File: config.mk
export PLATFORM = sky130hd
export DESIGN_NAME = ysyx_22041071_wb_stage
export DESIGN_NICKNAME = d
export VERILOG_FILES = /design/src/rtl/ysyx_22041071_wb_stage.sv
export SDC_FILE = /design/constraint.sdc
export NUM_CORES = 1
export LEC_CHECK = 0
export ABC_AREA = 1
export ABC_CLOCK_PERIOD_IN_PS = 2400
export BUFFER_PORTS_ARGS = -buffer_cell sky130_fd_sc_hd__buf_4
export CORE_MARGIN = 3
export CORE_UTILIZATION = 40
export CTS_BUF_LIST = sky130_fd_sc_hd__clkbuf_8
export CTS_CLUSTER_SIZE = 12
export DETAILED_ROUTE_END_ITERATION = 10
export PLACE_DENSITY = 0.67
export SLEW_MARGIN = 10
export SYNTH_ARGS = -nofsm -noshare
export SYNTH_HDL_FRONTEND = slang
export SYNTH_SLANG_ARGS = --single-unit
File: constraint.sdc
create_clock -name clk -period 2.4 [get_ports clk]
set_input_delay 0.24 -clock clk [delete_from_list [all_inputs] [get_ports clk]]
set_output_delay 0.24 -clock clk [all_outputs]
set_load 0.005 [all_outputs]
File: src/rtl/ysyx_22041071_wb_stage.sv
// Write-back stage: retires MEM entries, aligns and extends load data, and drives the
// register-file write port plus difftest commit information.
module ysyx_22041071_wb_stage #(
   parameter int TIMEOUT = 255
) (
   input  logic        clk,
   input  logic        reset,
   input  logic        valid5,
   output logic        ready5,
   input  logic [63:0] PC5,
   input  logic [31:0] Ins5,
   input  logic        WB_sel5,
   input  logic        reg_w_en5_in,
   input  logic [4:0]  rdest5,
   input  logic [63:0] result5,
   input  logic        mem_rvalid,
   input  logic [63:0] mem_rdata,
   output logic        reg_w_en5,
   output logic [4:0]  rdest4,
   output logic [63:0] WB_data2,
   output logic        commit_valid,
   output logic [63:0] commit_pc,
   output logic [31:0] commit_ins,
   output logic [63:0] instret,
   output logic        load_err
);

   localparam int CW = (TIMEOUT < 1) ? 1 : $clog2(TIMEOUT + 1);

   typedef enum logic {IDLE, WAIT_LOAD} state_t;

   state_t         state;
   logic [CW-1:0]  wait_cnt;
   logic [63:0]    pc_q;
   logic [31:0]    ins_q;
   logic [4:0]     rdest_q;
   logic           we_q;
   logic [2:0]     funct3_q;
   logic [2:0]     off_q;
   logic [63:0]    shifted;
   logic [63:0]    load_data;

   assign ready5 = (state == IDLE);

   // Bytes shifted in from above the doubleword are zero, so crossing accesses are truncated.
   always_comb begin
      // NOTE: every combinational output gets a default first so no latch is inferred.
      shifted   = mem_rdata >> {off_q, 3'b000};
      load_data = shifted;
      case (funct3_q)
         3'd0:    load_data = {{56{shifted[7]}},  shifted[7:0]};
         3'd1:    load_data = {{48{shifted[15]}}, shifted[15:0]};
         3'd2:    load_data = {{32{shifted[31]}}, shifted[31:0]};
         3'd4:    load_data = {56'd0, shifted[7:0]};
         3'd5:    load_data = {48'd0, shifted[15:0]};
         3'd6:    load_data = {32'd0, shifted[31:0]};
         default: load_data = shifted;
      endcase
   end

   // NOTE: sequential state uses non-blocking assignments so every register samples pre-edge values.
   always_ff @(posedge clk or negedge reset) begin
      if (!reset) begin
         state        <= IDLE;
         wait_cnt     <= '0;
         pc_q         <= '0;
         ins_q        <= '0;
         rdest_q      <= '0;
         we_q         <= 1'b0;
         funct3_q     <= '0;
         off_q        <= '0;
         reg_w_en5    <= 1'b0;
         rdest4       <= '0;
         WB_data2     <= '0;
         commit_valid <= 1'b0;
         commit_pc    <= '0;
         commit_ins   <= '0;
         instret      <= '0;
         load_err     <= 1'b0;
      end else begin
         reg_w_en5    <= 1'b0;
         commit_valid <= 1'b0;
         case (state)
            IDLE: begin
               if (valid5) begin
                  pc_q     <= PC5;
                  ins_q    <= Ins5;
                  rdest_q  <= rdest5;
                  we_q     <= reg_w_en5_in;
                  funct3_q <= Ins5[14:12];
                  off_q    <= result5[2:0];
                  if (Ins5 != 32'd0) begin
                     if (!WB_sel5) begin
                        WB_data2     <= result5;
                        rdest4       <= rdest5;
                        reg_w_en5    <= reg_w_en5_in && (rdest5 != 5'd0);
                        commit_valid <= 1'b1;
                        commit_pc    <= PC5;
                        commit_ins   <= Ins5;
                        instret      <= instret + 64'd1;
                     end else begin
                        state    <= WAIT_LOAD;
                        wait_cnt <= '0;
                     end
                  end
               end
            end
            WAIT_LOAD: begin
               if (mem_rvalid) begin
                  WB_data2     <= load_data;
                  rdest4       <= rdest_q;
                  reg_w_en5    <= we_q && (rdest_q != 5'd0);
                  commit_valid <= 1'b1;
                  commit_pc    <= pc_q;
                  commit_ins   <= ins_q;
                  instret      <= instret + 64'd1;
                  state        <= IDLE;
               end else if (wait_cnt == CW'(TIMEOUT)) begin
                  // Abandoned load still retires so difftest stays in step, but never writes.
                  load_err     <= 1'b1;
                  rdest4       <= rdest_q;
                  commit_valid <= 1'b1;
                  commit_pc    <= pc_q;
                  commit_ins   <= ins_q;
                  instret      <= instret + 64'd1;
                  state        <= IDLE;
               end else begin
                  wait_cnt <= wait_cnt + 1'b1;
               end
            end
            default: state <= IDLE;
         endcase
      end
   end

endmodule
==> results.yml <==
status:
  outcome: "finished, final reports clean"
sta:
  setup_repair_after_global_routing_missed_its_margin: "false"
  clock-skew-final_ns: 0.04537
  hold_viol: 0
  final.setup.worst_slack_ns: 0.2352
  timing.fmax_mhz: 461.9
  fin_crit_ns: 2.165
  slew-limit-headroom_pct: 33.95
  setup_violations: 0
  fin_setup_tns_ns: 0
  fin_crit_sh_pct: 90.20
  transition_time_at_the_pin_with_the_least_slew_margin_ns: 0.9907
  final_max_slew_viol_count: 0
cts:
  cts_max_path_buffers: 3
  post_cts_buffers: 0
  tritoncts_clock_tree: "yes"
  clk_transition_reported_paths_ns: 0.06
  clk_root_buffer_cell: "sky130_fd_sc_hd__clkbuf_8"
  cells_resized_by_post_cts_repair: 0
  clock_latency_reported_for_the_late_side_of_the_worst_skew_pair_ns: 0.66
  cts_buffers: 66
  clock_sinks: 346
  cts_max_level: 3
setup_path:
  critPathMaxFanout: 84
  worst-endpoint-required_ns: 2.90
  worst_setup_path_start_kind: "input port"
  worstSetupEndpointType: "register"
  critical_path.reg2reg.startpoint: "instret[21]"
  setup.worst_path.class: "input port to register"
  worstPathArrival_ns: 2.66
  timing.critical_path.from: "Ins5[26]"
power_and_ir_drop:
  net_switching_power_mw: 7.701
  power_density_nw_per_um2: 788.5
  max-vdd-ir-drop_uv: 504.8
  internal_power_mw: 13.71
  pwr-share-comb_pct: 32.8
  design_power_total_mw: 21.41
  sequentialPowerShare_pct: 38.5
  static-leakage-power_nw: 13.30
  switching_share_pct: 35.96
  power.clock.fraction_pct: 28.7
floorplan:
  floorplan.die.height_um: 229.0
  pin_count: 468
  core_area_um2: 49050
  die_x_um: 229.0
  rows: 81
  initial_core_util_pct: 40.55
  overall_die_area_um2: 52440
detailed_routing:
  drt_iter0_drc: 1674
  viasPerCell: 5.148
  post_drt_wl_per_cell_um: 18.88
  route.vias.total: 21144
  detailed_routing_iteration_count_for_the_pre_antenna_repair_pass: 7
  route.detailed.drc: 0
  ant_nets: 0
  wirelength_mm: 77.53
logic_synthesis:
  syn-instance-count: 2783
  post_synth_instance_area_um2: 19890
  synth.distinct_cells: 38
  yosys.area.top_type_share_pct: 43.53
  yosysSeqAreaShare_pct: 43.53
  yosys_warnings: 0
  synth.top_cells.by_area: "sky130_fd_sc_hd__dfrtp_1 44%, sky130_fd_sc_hd__nand2_1 17%, sky130_fd_sc_hd__nor2_1 6.9%"
  yosys.area.top_type: "sky130_fd_sc_hd__dfrtp_1"
  synth.ff_latch_count: 346
  synth_nets: 3020
  synth.avg_cell_area_um2: 7.147
job:
  max_cap_violations: 0
layout:
  area_growth_pct: 36.53
  ratio_of_cells_with_drive_above_1_in_the_final_layout_pct: 21.57
  num-nets-final: 3628
  stdcell_area_um2: 27160
place:
  weighted_congestion_reported_at_the_end_of_routability_driven_placement: 0.9839
  post_dp_cell_area_um2: 24160
  dpl.hpwl_mm: 56.74
  post-place-ws_ns: 0.1806
  portBuffers: 467
global_routing:
  initial_antenna_violation_count: 3
  gr-usage-all-layers_pct: 28.97
  grt_pass1_wl_mm: 119.4
  grt_overflow_total: 0
  pin_count_of_the_biggest_net_entering_global_routing: 221
  grt_pass1_vias: 20978
worst_hold_path:
  hold_path_class: "input port to register"
  min-delay-start: "result5[35]"
-- worst paths after layout --
path                                 to  slack [ns]  cells after the start
max                         instret[31]        0.24                     11
min in group asynchronous   WB_data2[0]        0.18                      2
max reg2reg                 instret[54]        0.25                      9
max in group asynchronous   instret[23]        1.43                      3
min reg2reg                WB_data2[59]        0.48                      2
min                        WB_data2[35]        0.04                      5
-- state kept, by name, indices dropped and copies added, names as in the netlist --
signal / flops
rdest4: 5
load_err: 1
off_q: 3
instret: 64
reg_w_en5: 1
state: 1
ins_q: 32
wait_cnt: 8
WB_data2: 64
commit_valid: 1
commit_pc: 64
pc_q: 64
commit_ins: 32
rdest_q: 5
we_q: 1
-- synthesized netlist by cell type --
cell	instances
sky130_fd_sc_hd__nor3_1	25
sky130_fd_sc_hd__mux2i_1	5
sky130_fd_sc_hd__clkinv_1	2
sky130_fd_sc_hd__o21ai_2	1
sky130_fd_sc_hd__nand3_2	1
sky130_fd_sc_hd__nand4_1	64
sky130_fd_sc_hd__xor2_1	30
sky130_fd_sc_hd__o21a_1	100
sky130_fd_sc_hd__a21oi_1	57
sky130_fd_sc_hd__clkbuf_1	56
sky130_fd_sc_hd__o21ai_0	188
sky130_fd_sc_hd__nor2_4	2
sky130_fd_sc_hd__nand2_4	1
sky130_fd_sc_hd__and3_1	1
sky130_fd_sc_hd__ha_1	2
sky130_fd_sc_hd__nand3b_1	4
sky130_fd_sc_hd__or2_2	9
sky130_fd_sc_hd__nor2_2	2
sky130_fd_sc_hd__o41ai_1	1
sky130_fd_sc_hd__nor3_2	1
sky130_fd_sc_hd__o211ai_1	7
sky130_fd_sc_hd__o21bai_1	2
sky130_fd_sc_hd__o31ai_1	3
sky130_fd_sc_hd__inv_1	224
sky130_fd_sc_hd__xnor2_1	2
sky130_fd_sc_hd__nand2_1	912
sky130_fd_sc_hd__o21ai_1	22
sky130_fd_sc_hd__buf_4	21
sky130_fd_sc_hd__buf_2	58
sky130_fd_sc_hd__nand3_1	162
sky130_fd_sc_hd__inv_2	9
sky130_fd_sc_hd__buf_1	6
sky130_fd_sc_hd__nand2_2	7
sky130_fd_sc_hd__buf_6	14
sky130_fd_sc_hd__a21oi_2	71
sky130_fd_sc_hd__nor2_1	363
sky130_fd_sc_hd__nor3b_1	2
sky130_fd_sc_hd__dfrtp_1	346
-- power groups by stage --
stage          logic [mW]  registers, mW  clock network [mW]
2_1_floorplan        3.42           8.05                   0
3_3_place_gp         6.70           8.29                   0
3_5_place_dp         6.81           8.30                   0
4_1_cts              7.03           8.24                6.31
5_1_grt              7.73           8.39                6.55
6_report             7.02           8.25                6.14
-- repair_timing --
action,4_1_cts,5_1_grt
hold endpoints to repair,359,0
setup endpoints to repair,0,0
hold buffers,159,0
-- cell usage in the layout, fill, tap and decap left out, drive strengths merged, types with 3 or more instances in the layout --
master and count:
o31ai 3, or2 9, dfrtp 346, nor2 367
nand3 163, dlygate4sd3 159, nand3b 4, xor2 30
clkbuf 85, o21a 100, nor3 26, o211ai 7
nand2 920, buf 536, a21oi 128, diode 3
o21ai 211, mux2i 5, clkinv 10, nand4 64
inv 255
-- routing by layer --
layer / up-vias / wire length [um] / global-route usage (%)
met1: 9936 / 31870 / 36.86
met3: 189 / 5750 / 6.095
met4: 0 / 3953 / 13.86
li1: 10087 / - / -
met2: 932 / 35950 / 47.20
met5: - / 0 / 0
-- layout make-up --
type / count / area [um2]
Inverter: 235 / 884.6
Sequential cell: 346 / 8663
Multi-Input combinational cell: 2047 / 9528
Tap cell: 664 / 830.8
Fill cell: 4638 / 21900
Clock inverter: 32 / 224.0
Timing Repair Buffer: 695 / 5848
Antenna cell: 3 / 7.507
Clock buffer: 85 / 1170
-- cells by family (layout without fill, tap and decap cells) --
| group | count (synthesis) | in the layout | share of synthesized area [%] |
|---|---|---|---|
| buffers and inverters | 390 | 1047 | 8.649 |
| muxes | 5 | 5 | 0.2516 |
| adders and majority gates | 2 | 2 | 0.1258 |
| other | 0 | 3 | 0 |
| xor gates and xnor gates | 32 | 32 | 1.409 |
| DFF | 346 | 346 | 43.53 |
| AOI/OAI and AO/OA | 452 | 452 | 14.16 |
| and+or+nand+nor | 1556 | 1556 | 31.87 |
-- metrics by stage --
stage	std cells	hold slack, ns	util, %
floorplan	2783	-0.05559	-
global placement	3828	0.2525	49.26
detailed placement	3828	0.2558	49.26
CTS	4104	0.006565	55.35
global route	4107	0.02699	55.36
finish	4107	0.04019	55.36
-- critical path: stages --
cell and delay (ns):
sky130_fd_sc_hd__dlygate4sd3_1 0.54, sky130_fd_sc_hd__buf_4 0.14, sky130_fd_sc_hd__nor2_1 0.10, sky130_fd_sc_hd__nand2_1 0.06, sky130_fd_sc_hd__nor2_1 0.29, sky130_fd_sc_hd__nand4_1 0.25, sky130_fd_sc_hd__nand2_1 0.25, sky130_fd_sc_hd__nand2_8 0.24
sky130_fd_sc_hd__buf_12 0.31, sky130_fd_sc_hd__o21ai_1 0.11, sky130_fd_sc_hd__o21ai_1 0.07
Power figures use the tool's default switching activity.
